$ cat config.mk
export PLATFORM = sky130hd
export DESIGN_NAME = alu_arbiter
export DESIGN_NICKNAME = d
export VERILOG_FILES = /design/src/rtl/alu_pkg.sv /design/src/rtl/alu_core.sv /design/src/rtl/alu_arbiter.sv
export SDC_FILE = /design/constraint.sdc
export NUM_CORES = 1
export LEC_CHECK = 0
export ABC_CLOCK_PERIOD_IN_PS = 8200
export CORE_ASPECT_RATIO = 1.5
export CORE_MARGIN = 1.5
export CORE_UTILIZATION = 33
export CTS_CLUSTER_DIAMETER = 100
export DETAILED_ROUTE_END_ITERATION = 10
export GPL_ROUTABILITY_DRIVEN = 0
export GPL_TIMING_DRIVEN = 0
export PLACE_DENSITY = 0.64
export SLEW_MARGIN = 10
export SYNTH_ARGS = -nofsm -noshare
export SYNTH_HDL_FRONTEND = slang
export SYNTH_SLANG_ARGS = --single-unit
$ cat constraint.sdc
create_clock -name clk -period 8.2 [get_ports clk]
set_input_delay 1.64 -clock clk [delete_from_list [all_inputs] [get_ports clk]]
set_output_delay 1.64 -clock clk [all_outputs]
set_load 0.01 [all_outputs]
$ cat src/rtl/alu_pkg.sv
// Shared constants and enums for the two-requester ALU arbiter.
// Opcode values are the select codes carried on the request ports.
package alu_pkg;

    localparam int W         = 9;
    localparam int SELW      = 4;
    localparam int MUL_STEPS = 9;

    typedef enum logic [SELW-1:0] {
        OP_ADD   = 4'd0,
        OP_SUB   = 4'd1,
        OP_DECB  = 4'd2,
        OP_MUL   = 4'd3,
        OP_LAND  = 4'd4,
        OP_LOR   = 4'd5,
        OP_LNOT  = 4'd6,
        OP_NOT   = 4'd7,
        OP_AND   = 4'd8,
        OP_OR    = 4'd9,
        OP_XOR   = 4'd10,
        OP_SHL   = 4'd11,
        OP_SHR   = 4'd12,
        OP_INC   = 4'd13,
        OP_DEC   = 4'd14,
        OP_PASSB = 4'd15
    } op_e;

    typedef enum logic [1:0] {
        ST_IDLE = 2'd0,
        ST_MUL  = 2'd1,
        ST_HOLD = 2'd2
    } state_e;

endpackage

$ cat src/rtl/alu_core.sv
// Combinational single-cycle ALU. MUL is handled by the iterative
// datapath in the arbiter, so its opcode yields zero here.
module alu_core
    import alu_pkg::*;
#(
    parameter int W = alu_pkg::W
) (
    input  logic [SELW-1:0] sel,
    input  logic [W-1:0]    a,
    input  logic [W-1:0]    b,
    output logic [W-1:0]    z
);

    localparam logic [W-1:0] ONE = W'(1);

    always_comb begin
        z = '0;
        case (op_e'(sel))
            OP_ADD:   z = a + b;
            OP_SUB:   z = a - b;
            OP_DECB:  z = b - ONE;
            OP_MUL:   z = '0;
            OP_LAND:  z = {{(W-1){1'b0}}, (|a) && (|b)};
            OP_LOR:   z = {{(W-1){1'b0}}, (|a) || (|b)};
            OP_LNOT:  z = {{(W-1){1'b0}}, ~(|a)};
            OP_NOT:   z = ~a;
            OP_AND:   z = a & b;
            OP_OR:    z = a | b;
            OP_XOR:   z = a ^ b;
            OP_SHL:   z = {a[W-2:0], 1'b0};
            OP_SHR:   z = {1'b0, a[W-1:1]};
            OP_INC:   z = a + ONE;
            OP_DEC:   z = a - ONE;
            OP_PASSB: z = b;
        endcase
    end

endmodule

$ cat src/rtl/alu_arbiter.sv
// Round-robin arbiter sharing one ALU between two requesters, with a
// 9-step shift-add multiplier and a registered valid/ready response port.
module alu_arbiter
    import alu_pkg::*;
#(
    parameter int W    = alu_pkg::W,
    parameter int SELW = alu_pkg::SELW
) (
    input  logic            clk,
    input  logic            reset,
    input  logic            req0_valid,
    output logic            req0_ready,
    input  logic [SELW-1:0] req0_sel,
    input  logic [W-1:0]    req0_a,
    input  logic [W-1:0]    req0_b,
    input  logic            req1_valid,
    output logic            req1_ready,
    input  logic [SELW-1:0] req1_sel,
    input  logic [W-1:0]    req1_a,
    input  logic [W-1:0]    req1_b,
    output logic            rsp_valid,
    input  logic            rsp_ready,
    output logic            rsp_id,
    output logic [W-1:0]    rsp_z,
    output logic            busy
);

    // Handshake: a request transfers on a clock edge where reqN_valid and
    // reqN_ready are both 1; the response transfers where rsp_valid and
    // rsp_ready are both 1. reqN_ready is a function of both valids, so
    // requesters must raise valid without looking at ready.

    state_e          state, state_nx;
    logic            last;
    logic            grant, any_valid, accept_ok, accept, is_mul, mul_last;
    logic [SELW-1:0] g_sel;
    logic [W-1:0]    g_a, g_b, core_z;
    logic [W-1:0]    mcand, mplier, acc, acc_nx;
    logic [3:0]      step;
    logic            mul_id;

    // Both active: the one not granted last time wins; otherwise the only active one.
    assign any_valid = req0_valid | req1_valid;
    assign grant     = (req0_valid && req1_valid) ? ~last : req1_valid;
    assign accept_ok = !reset && ((state == ST_IDLE) || (state == ST_HOLD && rsp_ready));
    assign accept    = accept_ok && any_valid;

    assign g_sel  = grant ? req1_sel : req0_sel;
    assign g_a    = grant ? req1_a   : req0_a;
    assign g_b    = grant ? req1_b   : req0_b;
    assign is_mul = (g_sel == OP_MUL);

    assign mul_last = (step == 4'(MUL_STEPS - 1));
    assign acc_nx   = acc + (mplier[0] ? mcand : '0);

    alu_core #(.W(W)) u_core (
        .sel (g_sel),
        .a   (g_a),
        .b   (g_b),
        .z   (core_z)
    );

    always_ff @(posedge clk) begin
        if (reset) state <= ST_IDLE;
        else       state <= state_nx;
    end

    always_comb begin
        state_nx = state;
        case (state)
            ST_IDLE: if (accept) state_nx = is_mul ? ST_MUL : ST_HOLD;
            ST_MUL:  if (mul_last) state_nx = ST_HOLD;
            ST_HOLD: begin
                if (accept)         state_nx = is_mul ? ST_MUL : ST_HOLD;
                else if (rsp_ready) state_nx = ST_IDLE;
            end
            default: state_nx = ST_IDLE;
        endcase
    end

    always_comb begin
        req0_ready = accept && !grant;
        req1_ready = accept && grant;
        rsp_valid  = (state == ST_HOLD);
        busy       = (state != ST_IDLE);
    end

    always_ff @(posedge clk) begin
        if (reset) begin
            rsp_z  <= '0;
            rsp_id <= 1'b0;
            last   <= 1'b1;
            mcand  <= '0;
            mplier <= '0;
            acc    <= '0;
            step   <= '0;
            mul_id <= 1'b0;
        end else begin
            if (accept) begin
                last <= grant;
                if (is_mul) begin
                    mcand  <= g_a;
                    mplier <= g_b;
                    acc    <= '0;
                    step   <= '0;
                    mul_id <= grant;
                end else begin
                    rsp_z  <= core_z;
                    rsp_id <= grant;
                end
            end
            // Response register is only touched once the product is complete.
            if (state == ST_MUL) begin
                acc    <= acc_nx;
                mcand  <= {mcand[W-2:0], 1'b0};
                mplier <= {1'b0, mplier[W-1:1]};
                step   <= step + 4'd1;
                if (mul_last) begin
                    rsp_z  <= acc_nx;
                    rsp_id <= mul_id;
                end
            end
        end
    end

endmodule

==> qor.txt <==
vias in the first global route = 5040
Routed WL per cell = 19.5 µm
ant diodes = 0
hold slack = 0.468 ns
CTS H-tree lvls = 2
critical path required time = 8.39 ns
unrepaired setup endpoints after global routing = false
Post-synth ARST share = 0%
CP Capture Type = register
input/output buffers = 62
postcts setup bufs = 0
dpl ws = 1.72 ns
Yosys cell types = 76
layout cells sized above 1 = 7.46%
leading cell type in the layout, fill and taps excluded = nor2_1
global-route wire length before repair = 27100 µm
power per standard cell area = 128 mW/mm²
Clock transition at path regs = 0.07 ns
R2R Setup Slk = 3.42 ns
nets@finish = 798
crit path max-delay cell type = mux2i_1
overall global routing resource usage = 22.7%
area grow syn2layout = 20.6%
peak per-stage delay on the critical path = 0.63 ns
delay-heaviest family, CP = buffers and inverters
GRT overflow = 0
register area share after synthesis = 18.4%
number of vias per cell = 5.73
I/O pin count = 63
Root Buffer = clkbuf_16
core region area = 0.0145 mm²
Mapped Avg Cell Area = 7.63 µm²
die height = 152 µm
number of synthesized flops with an enable pin = 0
clk sink count = 45
post_cts resized = 0
Pre-antenna DRT Iters = 5
final setup TNS = 0 ns
top_reg_cell synth = dfxtp_1
Crit Path Class = input pin to register
Worst Max-Slew Pin Slew = 0.928 ns
critical path arrival = 6.46 ns
Fin. Hold Viols = 0
worst r2r src = last
fin. max-slew vios = 0
Placement Rows = 54
final period utilization = 76.5%
die area = 0.0156 mm²
CTS tree = yes
vias = 5188
Clock Latency Late Sink = 0.29 ns
worst path cell trace = clkdlybuf4s50_1, a21bo_1, buf_6, buf_4, buf_2, mux2i_1, ha_1, inv_1, xnor2_1, a221oi_1, ha_1, nor2b_1, o21ai_0, nand2b_1, a31oi_1, o21ai_0, xnor2_1, a31o_1
Seq cells post-synth = 45
Non-Filler Instances = 906
# fillers = 1535
Max Clock Freq = 159 MHz
hold path start = mplier[8]
Post-DP HPWL = 14100 µm
Worst slew margin = 36.3%
initial DRC count = 320
Critical path buffers and inverters = 5
clk buf depth = 2
most frequent cells in the layout = 76 x nor2_1, 62 x clkdlybuf4s50_1, 57 x nand2_1
syn nets = 729
Pleak = 2.19 nW
dpl cells = 898
cts hold-fix bufs = 0
worst setup slack after layout = 1.93 ns
IR drop worst, VDD = 0.0832 mV
cell area after synthesis = 0.00488 mm²
Max Clock Skew = 0.00770 ns
chip width = 102 µm
worst hold-check path type = register to register
status = completed
crit start category = input pin
yosys warns = 0
DRC = 0
Synth Instances = 640
CP Max Fanout = 10
initial antenna violation count = 0
Initial Utilization = 33.6%
Total Routed Length = 17700 µm
CTS Buf Count = 5
pin count of the biggest net entering global routing = 14
maxcap violations = 0
ANT nets after route = 0
min Tclk post-route = 6.27 ns
crit path launch = req0_valid
Final setup viols = 0
## registers in the layout, indices dropped and copies added (netlist names), 2 cells and up
signal	count
acc	9
mcand	9
mplier	9
rsp_z	9
state	2
step	4
## final cells by class
| class | count | area [µm²] | share of cell area [%] |
|---|---|---|---|
| clock buffers | 6 | 129 | 2.19 |
| inverters | 26 | 97.6 | 1.66 |
| clock inverters | 2 | 10.0 | 0.170 |
| flip-flops and latches | 45 | 901 | 15.3 |
| multi-input cells | 529 | 3680 | 62.5 |
| repair buffers | 62 | 621 | 10.5 |
| well taps | 196 | 245 | 4.16 |
| plain buffers | 40 | 208 | 3.53 |
## power breakdown
group / leakage [nW] / internal [W] / switching [W] / total [W]
combinational: 1.75 / 0.000136 / 0.000184 / 0.000321
clock: 0.0706 / 0.000112 / 0.0000891 / 0.000201
sequential: 0.365 / 0.000227 / 0.00000766 / 0.000235
## cells in the mapped netlist (5+ instances only)
cell / count / area, µm²
ha_1: 38 / 475
dfxtp_1: 45 / 901
nor3_1: 24 / 120
mux2i_2: 11 / 151
a211oi_1: 19 / 143
nor2_1: 76 / 285
mux2_2: 8 / 90.1
a311oi_1: 6 / 52.6
nand2b_1: 8 / 50.1
a22oi_1: 7 / 52.6
nand3_1: 22 / 110
nand2_1: 57 / 214
xnor2_1: 20 / 175
inv_1: 26 / 97.6
mux2i_1: 17 / 170
and2_1: 14 / 87.6
nor2b_1: 15 / 93.8
o211ai_1: 8 / 60.1
nor4_1: 5 / 31.3
a221oi_1: 7 / 61.3
a31oi_1: 6 / 37.5
clkbuf_1: 27 / 101
o21ai_0: 22 / 110
a21oi_1: 47 / 235
## metrics by stage
step	utilization [%]	power, W	area, µm²
3_3_place_gp	39.6	0.000553	5750
3_5_place_dp	39.6	0.000553	5750
2_1_floorplan	-	0.000440	4880
6_report	40.5	0.000757	5890
5_1_grt	40.5	0.000789	5890
4_1_cts	40.5	0.000753	5890
## metal layers
layer | GRT usage [%] | up-vias | part of all wire, %
met5 | 0 | - | 0
met2 | 41.5 | 219 | 53
met3 | 2.21 | 51 | 4.9
li1 | - | 2485 | -
met4 | 11.5 | 0 | 4.9
met1 | 25.1 | 2433 | 37
## tightest hold or removal path: stages, from the launching register on
cell,delay (ns)
dfxtp_1,0.31
nand2_1,0.06
a21oi_1,0.05
## final timing paths
kind                                  end  cells past startpoint
worst max-delay path             rsp_z[8]                     18
worst min-delay path            mplier[7]                      2
worst max register to register   rsp_z[8]                     17
worst min register to register  mplier[7]                      2
## kinds of logic after synthesis
kind of cell / count (synthesis) / share of synthesized area [%]
adder cells (fa/ha/maj): 40 / 10.6
buffers and inverters: 66 / 6.25
XOR/XNOR: 22 / 3.94
AND/OR/NAND/NOR: 248 / 24.6
multiplexers: 40 / 9.96
AO/OA/AOI/OAI: 179 / 26.3
flip-flops: 45 / 18.4
No activity file was read; power rests on OpenSTA's default activity.
